[config.mk]
export PLATFORM = sky130hd
export DESIGN_NAME = ddr_tx_sequencer
export DESIGN_NICKNAME = d
export VERILOG_FILES = /design/src/rtl/ddr_pkg.sv /design/src/rtl/ddr_tx_sequencer.sv
export SDC_FILE = /design/constraint.sdc
export NUM_CORES = 1
export LEC_CHECK = 0
export CAP_MARGIN = 10
export CORE_ASPECT_RATIO = 1.75
export CORE_MARGIN = 5
export CORE_UTILIZATION = 30
export CTS_CLUSTER_DIAMETER = 60
export DETAILED_ROUTE_END_ITERATION = 6
export PLACE_DENSITY = 0.62
export SYNTH_ARGS = -nofsm -noshare
export SYNTH_HDL_FRONTEND = slang
export SYNTH_SLANG_ARGS = --single-unit
[constraint.sdc]
create_clock -name i_sys_clk -period 2.3 [get_ports i_sys_clk]
set_input_delay 0.23 -clock i_sys_clk [delete_from_list [all_inputs] [get_ports i_sys_clk]]
set_output_delay 0.23 -clock i_sys_clk [all_outputs]
set_load 0.02 [all_outputs]
[src/rtl/ddr_pkg.sv]
// Shared DDR serializer definitions: mode codes, sequencer states and the
// state-to-mode mapping used by the transmit sequencer.
package ddr_pkg;

  localparam int WORD_CNT_W = 5;

  typedef enum logic [3:0] {
    MODE_PRE_SPECIAL = 4'b0000,
    MODE_ADDR        = 4'b0001,
    MODE_ONE         = 4'b0010,
    MODE_ZEROS       = 4'b0011,
    MODE_PARITY      = 4'b0100,
    MODE_CCC         = 4'b0101,
    MODE_ZERO        = 4'b0110,
    MODE_DATA        = 4'b0111,
    MODE_TOKEN       = 4'b1100,
    MODE_CRC         = 4'b1101,
    MODE_EXIT        = 4'b1110,
    MODE_RESTART     = 4'b1111
  } tx_mode_e;

  typedef enum logic [3:0] {
    ST_IDLE,
    ST_CMD_PRE,
    ST_CMD_RNW,
    ST_CMD_ZEROS,
    ST_CMD_ADDR,
    ST_CMD_PAR,
    ST_D_PRE1,
    ST_D_PRE0,
    ST_D_B1,
    ST_D_B2,
    ST_D_PAR,
    ST_C_PRE,
    ST_C_TOKEN,
    ST_C_VAL,
    ST_END_PAT
  } seq_state_e;

  function automatic tx_mode_e mode_for(seq_state_e st, logic rnw, logic restart);
    tx_mode_e m;
    case (st)
      ST_CMD_RNW:           m = rnw ? MODE_ONE : MODE_ZERO;
      ST_CMD_ZEROS:         m = MODE_ZEROS;
      ST_CMD_ADDR:          m = MODE_ADDR;
      ST_CMD_PAR, ST_D_PAR: m = MODE_PARITY;
      ST_D_PRE1:            m = MODE_ONE;
      ST_D_PRE0:            m = MODE_ZERO;
      ST_D_B1, ST_D_B2:     m = MODE_DATA;
      ST_C_TOKEN:           m = MODE_TOKEN;
      ST_C_VAL:             m = MODE_CRC;
      ST_END_PAT:           m = restart ? MODE_RESTART : MODE_EXIT;
      default:              m = MODE_PRE_SPECIAL;
    endcase
    return m;
  endfunction

endpackage

[src/rtl/ddr_tx_sequencer.sv]
// DDR transmit frame sequencer: steps the serializer through command, data
// and CRC phases, one mode per mode-complete pulse, with abort and restart.
module ddr_tx_sequencer
  import ddr_pkg::*;
(
  input  logic       i_sys_clk,
  input  logic       i_sys_rst,
  input  logic       i_frame_start,
  input  logic       i_rnw,
  input  logic [4:0] i_word_count,
  input  logic       i_end_restart,
  input  logic       i_abort,
  input  logic       i_tx_mode_done,
  output logic       o_tx_en,
  output logic [3:0] o_tx_mode,
  output logic       o_regf_rd_en,
  output logic       o_crc_init,
  output logic       o_busy,
  output logic       o_frame_done,
  output logic       o_aborted
);

  seq_state_e            state_q, state_d;
  tx_mode_e              tx_mode_q, tx_mode_d;
  logic [WORD_CNT_W-1:0] word_cnt_q, word_cnt_d, word_cnt_dec;
  logic                  tx_en_q, tx_en_d;
  logic                  rnw_q, rnw_d;
  logic                  restart_q, restart_d;
  logic                  rd_en_q, rd_en_d;
  logic                  crc_init_q, crc_init_d;
  logic                  done_q, done_d;
  logic                  aborted_q, aborted_d;

  assign word_cnt_dec = word_cnt_q - 5'd1;

  always_comb begin
    // NOTE: every signal gets a default first so no path leaves it unassigned and infers a latch.
    state_d    = state_q;
    tx_mode_d  = tx_mode_q;
    word_cnt_d = word_cnt_q;
    tx_en_d    = tx_en_q;
    rnw_d      = rnw_q;
    restart_d  = restart_q;
    rd_en_d    = 1'b0;
    crc_init_d = 1'b0;
    done_d     = 1'b0;
    aborted_d  = 1'b0;

    if (state_q == ST_IDLE) begin
      if (i_frame_start) begin
        state_d    = ST_CMD_PRE;
        tx_mode_d  = MODE_PRE_SPECIAL;
        tx_en_d    = 1'b1;
        crc_init_d = 1'b1;
        rnw_d      = i_rnw;
        restart_d  = i_end_restart;
        word_cnt_d = (i_word_count == 5'd0) ? 5'd1 : i_word_count;
      end
    end else if (i_abort) begin
      state_d   = ST_IDLE;
      tx_mode_d = MODE_PRE_SPECIAL;
      tx_en_d   = 1'b0;
      aborted_d = 1'b1;
    end else if (i_tx_mode_done) begin
      case (state_q)
        ST_CMD_PRE:   state_d = ST_CMD_RNW;
        ST_CMD_RNW:   state_d = ST_CMD_ZEROS;
        ST_CMD_ZEROS: state_d = ST_CMD_ADDR;
        ST_CMD_ADDR:  state_d = ST_CMD_PAR;
        ST_CMD_PAR:   state_d = rnw_q ? ST_IDLE : ST_D_PRE1;
        ST_D_PRE1:    state_d = ST_D_PRE0;
        ST_D_PRE0:    state_d = ST_D_B1;
        ST_D_B1: begin
          state_d = ST_D_B2;
          rd_en_d = 1'b1;
        end
        ST_D_B2: begin
          state_d = ST_D_PAR;
          rd_en_d = 1'b1;
        end
        ST_D_PAR: begin
          word_cnt_d = word_cnt_dec;
          state_d    = (word_cnt_dec != 5'd0) ? ST_D_PRE1 : ST_C_PRE;
        end
        ST_C_PRE:     state_d = ST_C_TOKEN;
        ST_C_TOKEN:   state_d = ST_C_VAL;
        ST_C_VAL:     state_d = ST_END_PAT;
        default:      state_d = ST_IDLE;
      endcase

      if (state_d == ST_IDLE) begin
        tx_en_d   = 1'b0;
        done_d    = 1'b1;
        tx_mode_d = MODE_PRE_SPECIAL;
      end else begin
        tx_mode_d = mode_for(state_d, rnw_q, restart_q);
      end
    end
  end

  always_ff @(posedge i_sys_clk or negedge i_sys_rst) begin
    if (!i_sys_rst) begin
      state_q    <= ST_IDLE;
      tx_mode_q  <= MODE_PRE_SPECIAL;
      word_cnt_q <= '0;
      tx_en_q    <= 1'b0;
      rnw_q      <= 1'b0;
      restart_q  <= 1'b0;
      rd_en_q    <= 1'b0;
      crc_init_q <= 1'b0;
      done_q     <= 1'b0;
      aborted_q  <= 1'b0;
    end else begin
      // NOTE: non-blocking updates so every register samples pre-edge values.
      state_q    <= state_d;
      tx_mode_q  <= tx_mode_d;
      word_cnt_q <= word_cnt_d;
      tx_en_q    <= tx_en_d;
      rnw_q      <= rnw_d;
      restart_q  <= restart_d;
      rd_en_q    <= rd_en_d;
      crc_init_q <= crc_init_d;
      done_q     <= done_d;
      aborted_q  <= aborted_d;
    end
  end

  assign o_tx_en      = tx_en_q;
  assign o_tx_mode    = tx_mode_q;
  assign o_regf_rd_en = rd_en_q;
  assign o_crc_init   = crc_init_q;
  assign o_busy       = (state_q != ST_IDLE);
  assign o_frame_done = done_q;
  assign o_aborted    = aborted_q;

endmodule

Word-level counts from Yosys, hierarchy flattened
Cells that the tools add are included.

Register bits: 20. Input bits: 12. Output and inout bits: 10. Word-level logic and storage cells: 95.

Add/subtract/negate cells: 1. Equality and inequality tests: 27. Multiplexer cells: 41. Reductions and logical operators: 16.

Operator list (count): 4-bit two-way mux (13); 4-bit case mux with 13 select lines (1); 4-bit == test, second input constant (12); 4-bit case mux with 10 select lines (1); 4-bit by 3-bit == test with 1-bit output, second input constant (8); 5-bit two-way mux (6); 1-bit two-way mux (18); 4-bit by 2-bit == test with 1-bit output, second input constant (4); 4-bit zero test (2); 3-bit two-way mux (2); 3-bit nonzero test (2); 2-bit OR reduction (3); 5-bit zero test (1); 5-bit nonzero test (1); 5-bit by 1-bit subtractor with 5-bit output, second input constant (1); 4-bit by 1-bit == test with 1-bit output, second input constant (1); 2-bit AND reduction (2); 4-bit AND reduction (1); 2-bit nonzero test (2); 4-bit nonzero test (1); 3-bit AND reduction (1); 2-bit by 1-bit inequality test with 1-bit output, second input constant (1); 2-bit inequality test, second input constant (1).

Longest topological paths before layout
Gate-level depths: netlist (run 1).

Word-level depth: 14. Depth in mapped cells: 9. Mapped depth without buffers: 7.

Worst setup path before layout (run 1)
No wires, ideal clock.

Path type: flip-flop to flip-flop. From: register state_q[1]. To: register word_cnt_q[1]. Library setup time: 0.127 ns. Data arrival time: 1.725 ns. Required time: 2.173 ns. Slack: 0.448 ns. Cell stages (with the launch flop): 10. Buffers on the path: 3. Cells stage by stage: dfrtp_1 -> buf_6 -> nor4_4 -> inv_2 -> and3_4 -> buf_6 -> a21o_1 -> buf_2 -> o211ai_1 -> o21ai_1.

Longest elaborated chain between the ends: 3.

RTL lines: start: declaration (line ddr_tx_sequencer.sv:23) `seq_state_e state_q, state_d;`; start signal: assignment (line ddr_tx_sequencer.sv:115) `state_q <= state_d;`; 4-bit == test / 4-bit zero test (equally long branches) (line ddr_tx_sequencer.sv:65, ddr_tx_sequencer.sv:49); 2-bit nonzero test (no source line) (tied with other cells); 4-bit AND reduction (no source line); end signal: assignment (line ddr_tx_sequencer.sv:117) `word_cnt_q <= word_cnt_d;`; end: declaration (line ddr_tx_sequencer.sv:25) `logic [WORD_CNT_W-1:0] word_cnt_q, word_cnt_d, word_cnt_dec;`.

Parallel ways exist; a longest one is shown, timed or not. A chain may end at the register's enable or synchronous reset.

Worst setup path after layout (run 1)
From: register state_q[3]. To: output o_busy.

Longest elaborated chain between the ends: 1.

RTL lines: 4-bit nonzero test (line ddr_tx_sequencer.sv:132) `assign o_busy = (state_q != ST_IDLE);`; end: declaration (line ddr_tx_sequencer.sv:18) `output logic o_busy,`.

Every way passes these cells.

==> results of run 1 <==
per-layer routing:
layer  track usage [%]  wire length, um
met3              1.93              108
met1              12.5             1220
met4              8.32              136
met2              23.7             1770
met5                 0                0
cells in the final DEF (no fill, tap or decap), drive strengths merged, types with 4 or more instances in the layout:
master,instances
clkdlybuf4s50,21
dfrtp,20
nor2,14
nand2,11
a21oi,10
o21ai,9
buf,7
o211ai,5
inv,5
nand3,4
or2,4
a22o,4
clkbuf,4
kinds of logic (layout without fill, tap and decap cells):
logic type      Yosys count  in the layout  share of synthesized area [%]
mux                       2              2                           1.85
buf+inv                  15             37                           6.17
simple gates             56             56                           25.4
compound gates           42             42                           23.4
flops                    20             20                           41.1
fa+ha+maj                 2              2                           2.06
layout make-up:
type | instances | area [um2]
Multi-Input combinational cell | 102 | 642
Tap cell | 48 | 60.1
Fill cell | 417 | 2360
Timing Repair Buffer | 28 | 263
Sequential cell | 20 | 500
Inverter | 5 | 18.8
Clock buffer | 4 | 55.1
sequential cells by signal (all words and copies together) (netlist names):
name and count:
o_aborted 1, o_crc_init 1, o_frame_done 1, o_regf_rd_en 1, o_tx_en 1, o_tx_mode 4, restart_q 1, rnw_q 1
state_q 4, word_cnt_q 5
per-stage QoR:
step	instances	utilization, %	area, um2
finish	207	39.4	1540
global route	207	39.4	1540
CTS	206	39.2	1530
detailed placement	202	37.8	1480
global placement	202	37.8	1480
floorplan	137	-	1220
power by group through the flow:
stage	combinational (uW)	sequential, uW	clock, uW
finish	517	531	276
global route	576	544	294
CTS	513	531	281
detailed placement	510	538	0
global placement	501	532	0
floorplan	330	527	0
final timing paths:
| check | cells past startpoint | to | slack [ns] | startpoint |
|---|---|---|---|---|
| setup / recovery | 4 | o_busy | 0.11 | state_q[3]$_DFFE_PN0P_ |
| hold / removal | 2 | word_cnt_q[2]$_DFFE_PN0P_ | 0.29 | i_sys_rst |
| setup reg to reg | 7 | o_tx_mode[3]$_DFFE_PN0P_ | 0.31 | word_cnt_q[0]$_DFFE_PN0P_ |
| hold reg to reg | 1 | o_tx_mode[3]$_DFFE_PN0P_ | 0.52 | o_tx_mode[3]$_DFFE_PN0P_ |
| max in group asynchronous | 2 | rnw_q$_DFFE_PN0P_ | 1.78 | i_sys_rst |
| min in group i_sys_clk | 1 | o_tx_mode[3]$_DFFE_PN0P_ | 0.52 | o_tx_mode[3]$_DFFE_PN0P_ |
worst reg2reg max path: cells and delay by family, from the launching register on:
kind	cells	cell delay [ns]
simple gates	3	0.63
buf+inv	1	0.07
fa+ha+maj	1	0.27
flops	1	0.46
compound gates	2	0.44
what timing repair did:
item	in CTS	in global routing
setup buffers	0	1
setup endpoints to repair	0	1
hold endpoints to repair	0	0
==> flow_summary.ini, run 1 <==
[detailed_routing]
routed_wl_mm = 3.24
wl_per_cell_um = 15.6
ant_nets = 0
drt_iter0_drc = 38
vias_per_cell = 5.47
drc = 0
dr.pass1.iters = 4
via_count = 1132

[logic_synthesis]
synth_nets = 151
synth-async-reset-ratio_pct = 100
synthCells = 137
ys_ff_latch = 20
yosysTopAreaCell = dfrtp_1
synthFlopType = dfrtp_1
synth-edff-count = 0
synth_area_per_cell_um2 = 8.89
yosysTopAreaCellShare_pct = 41.1
synthTopCellsByCount = dfrtp_1, nor2_1, nand2_1
synth_cell_type_count = 42
ys_seq_area_share_pct = 41.1
syn_area_um2 = 1220
synthTopCellsByArea = dfrtp_1, nor2_1, a21oi_1
synth_warnings = 0
synth.most_common_cell = dfrtp_1

[clock_tree]
cts_hold_buf = 0
clk_pin_slew_ns = 0.08
cts_tree = yes
cts.sinks = 20
cts_root_buffer = clkbuf_8
numCtsBuffers = 3
h-tree-depth = 1
clk_path_buf_depth = 2
cts_resized = 0
clk-insertion-delay-late_ns = 0.27

[layout]
antennaDiodeCount = 0
nNetsFinal = 174
drive_gt1_share_pct = 13.8
syn_to_final_growth_pct = 26.4

[timing]
hold_viol_final = 0
slew_headroom_pct = 71.1
fin_tns_setup_ns = 0
fin_ws_ns = 0.113
rsz0062_at_grt = no
slew_viol_final = 0
max_freq_mhz = 457
final.setup_skew_ns = 0.00916
worst_pin_slew_ns = 0.434
fin_crit_ns = 2.19
fin_hold_ws_ns = 0.291
finalCritPeriodShare_pct = 95.1
setup_viol = 0

[outcome]
status = finished clean

[power]
finalPower_uw = 1320
power_density_nw_per_um2 = 860
p_leak_uw = 0.000668
seqPwrFrac_pct = 40.1
pwr-share-comb_pct = 39.1
swShare_pct = 37.8
power.internal_uw = 824
pwr-share-clk_pct = 20.8
p_sw_uw = 500
ir_drop_v = 0.000451

[floorplan]
std_cell_rows = 30
io_pins = 22
core_um2 = 3900
die_area_um2 = 5480
initial_utilization_pct = 31.2
die_w_um = 58.2
die_h_um = 94.3

[critical_path]
start_kind = flop
crit_slowest_cell = clkdlybuf4s50_1
cp_max_fo = 16
required_ns = 2.07
worst_ep_arrival_time_ns = 1.96
crit_family = buffers and inverters
max_stage_delay_ns = 0.55
crit_chain = nor4_4 > inv_2 > buf_4 > clkdlybuf4s50_1
critPathKind = reg -> out
end_kind = output pin
path_buf_inv = 3

[placed_design]
globalplace.congestion = 0.861
io_buffers = 21
dp_hpwl_mm = 2.55
dp_slack_ns = 0.306

[global_route]
grt_max_degree = 21
grt-ovfl-total = 0
antenna_found_initial = 0
grt_pass1_vias = 1172
grt_pass1_wl_mm = 5.30
grt_use_total_pct = 12.8

[min_path]
hold_path.class = in -> async

[job]
drv_cap = 0
(Power assumes the default switching activity.)
==> run 2: changes to the inputs <==
--- a/config.mk
+++ b/config.mk
@@ -9,6 +9,7 @@
 export CORE_ASPECT_RATIO = 1.75
 export CORE_MARGIN = 5
 export CORE_UTILIZATION = 30
+export CTS_BUF_LIST = sky130_fd_sc_hd__clkbuf_8
 export CTS_CLUSTER_DIAMETER = 60
 export DETAILED_ROUTE_END_ITERATION = 6
 export PLACE_DENSITY = 0.62
==> results of run 2 <==
Same layout as run 1: the final DEF is identical, and so are final timing and power.
==> run 3: changes to the inputs <==
--- a/config.mk
+++ b/config.mk
@@ -9,10 +9,11 @@
 export CORE_ASPECT_RATIO = 1.75
 export CORE_MARGIN = 5
 export CORE_UTILIZATION = 30
-export CTS_BUF_LIST = sky130_fd_sc_hd__clkbuf_8
+export CTS_BUF_LIST = sky130_fd_sc_hd__clkbuf_4
 export CTS_CLUSTER_DIAMETER = 60
 export DETAILED_ROUTE_END_ITERATION = 6
-export PLACE_DENSITY = 0.62
+export DONT_BUFFER_PORTS = 1
+export PLACE_DENSITY = 0.55
 export SYNTH_ARGS = -nofsm -noshare
 export SYNTH_HDL_FRONTEND = slang
 export SYNTH_SLANG_ARGS = --single-unit
==> run 3 against run 2 <==
- worst hold slack lost 0.22 ns
- core utilization decreased by 6.6 points
- worst setup slack improved by 0.12 ns
- first-iteration DRC count is 26% higher
- combinational power shrank 24%
- maximum frequency rose by 5.8%
- design area is 17% lower
- non-clock buffer count decreased by 24
- global-route usage fell by 1.4 points
==> flow_summary.ini, run 3 (same netlist as run 1, synthesis figures left out) <==
[power]
pwr-share-comb_pct = 35.0
p_sw_uw = 459
power_density_nw_per_um2 = 877
p_leak_uw = 0.000561
pwr-share-clk_pct = 15.0
seqPwrFrac_pct = 50.0
swShare_pct = 40.8
finalPower_uw = 1120
ir_drop_v = 0.000555
power.internal_uw = 665

[critical_path]
critPathKind = reg -> reg
crit-reg2reg-launch = word_cnt_q[0]$_DFFE_PN0P_
crit_start = word_cnt_q[0]$_DFFE_PN0P_
cp_max_fo = 7
start_kind = flop
required_ns = 2.48
end_kind = flop
worst_ep_arrival_time_ns = 2.25

[global_route]
grt_use_total_pct = 11.3
grt_pass1_vias = 1032
antenna_found_initial = 0
grt_pass1_wl_mm = 4.81
grt-ovfl-total = 0
grt_max_degree = 21

[timing]
worst_pin_slew_ns = 0.933
hold_viol_final = 0
fin_crit_ns = 2.07
fin_hold_ws_ns = 0.0726
slew_viol_final = 0
setup_viol = 0
finalCritPeriodShare_pct = 89.9
final.setup_skew_ns = 0.00659
max_freq_mhz = 484
slew_headroom_pct = 37.6
fin_ws_ns = 0.233
rsz0062_at_grt = no
fin_tns_setup_ns = 0

[layout]
top_register = word_cnt_q
multiInputGateArea_um2 = 642
final_common_cell = dfrtp_1
antennaDiodeCount = 0
drive_gt1_share_pct = 12.6
regArea_um2 = 500
fill_cells = 421
syn_to_final_growth_pct = 5.14
nNetsFinal = 150
largest_register_ffs = 5
layout_common_cells = dfrtp_1, nor2_1, nand2_1

[min_path]
hold_path.class = in -> reg
min-delay-start = i_rnw

[detailed_routing]
vias_per_cell = 5.54
ant_nets = 0
drt_iter0_drc = 48
via_count = 1014
wl_per_cell_um = 16.0
drc = 0
dr.pass1.iters = 4
routed_wl_mm = 2.94

[outcome]
status = finished clean

[clock_tree]
clk_path_buf_depth = 2
numCtsBuffers = 3
cts.sinks = 20
h-tree-depth = 1
clk_pin_slew_ns = 0.11
cts_tree = yes
cts_root_buffer = clkbuf_4
clk-insertion-delay-late_ns = 0.30
cts_resized = 0

[floorplan]
std_cell_rows = 30
core_um2 = 3900
initial_utilization_pct = 31.2
die_w_um = 58.2
die_h_um = 94.3
die_area_um2 = 5480
io_pins = 22

[placed_design]
io_buffers = 0
dp_hpwl_mm = 2.24
globalplace.congestion = 0.892
dp_slack_ns = 0.286

[job]
drv_cap = 0
-- run 3: power by group through the flow --
| stage | combinational [uW] | sequential [uW] | clock [uW] |
|---|---|---|---|
| detailed placement | 381 | 569 | 0 |
| global route | 440 | 575 | 197 |
| global placement | 368 | 563 | 0 |
| CTS | 393 | 562 | 180 |
| floorplan | 330 | 527 | 0 |
| finish | 393 | 562 | 169 |
-- run 3: layout make-up --
cell class | count | area share (%)
multi-input combinational | 102 | 50.1
clock inverter | 1 | 0.293
sequential | 20 | 39.1
clock buffer | 3 | 1.76
timing repair buffer | 4 | 2.54
tap | 48 | 4.69
inverter | 5 | 1.47
-- run 3: metrics by stage --
stage	utilization (%)	std cells	instance area (um2)
floorplan	-	137	1220
global placement	31.9	178	1240
detailed placement	31.9	178	1240
CTS	32.8	183	1280
global route	32.8	183	1280
finish	32.8	183	1280
-- run 3: metal layers --
metal	track usage [%]	part of all wire (%)	vias up	routed length [um]
li1	-	-	494	-
met1	12.7	41	486	1210
met2	19.2	51	26	1500
met3	1.65	4.3	8	127
met4	7.54	3.5	0	103
met5	0	0	-	0
-- run 3: critical path: stages, from the launching register on --
cell and delay [ns]:
dfrtp_1 0.46, inv_1 0.07, ha_1 0.26, nor4b_1 0.41, and3_1 0.25, o21bai_1 0.10, a221oi_1 0.28, o21ai_0 0.11
-- run 3: repair_timing --
item	in CTS	in global routing
hold endpoints to repair	20	0
setup buffers	0	0
hold buffers	1	0
-- run 3: path summary, 6_finish.rpt --
| kind | to | slack [ns] | cells past startpoint |
|---|---|---|---|
| max reg2reg | o_tx_mode[1]$_DFFE_PN0P_ | 0.23 | 7 |
| min reg2reg | restart_q$_DFFE_PN0P_ | 0.55 | 1 |
| min in group asynchronous | rnw_q$_DFFE_PN0P_ | 0.51 | 1 |
| max in group asynchronous | word_cnt_q[4]$_DFFE_PN0P_ | 1.22 | 1 |
| min | rnw_q$_DFFE_PN0P_ | 0.07 | 1 |
| max | o_tx_mode[1]$_DFFE_PN0P_ | 0.23 | 7 |
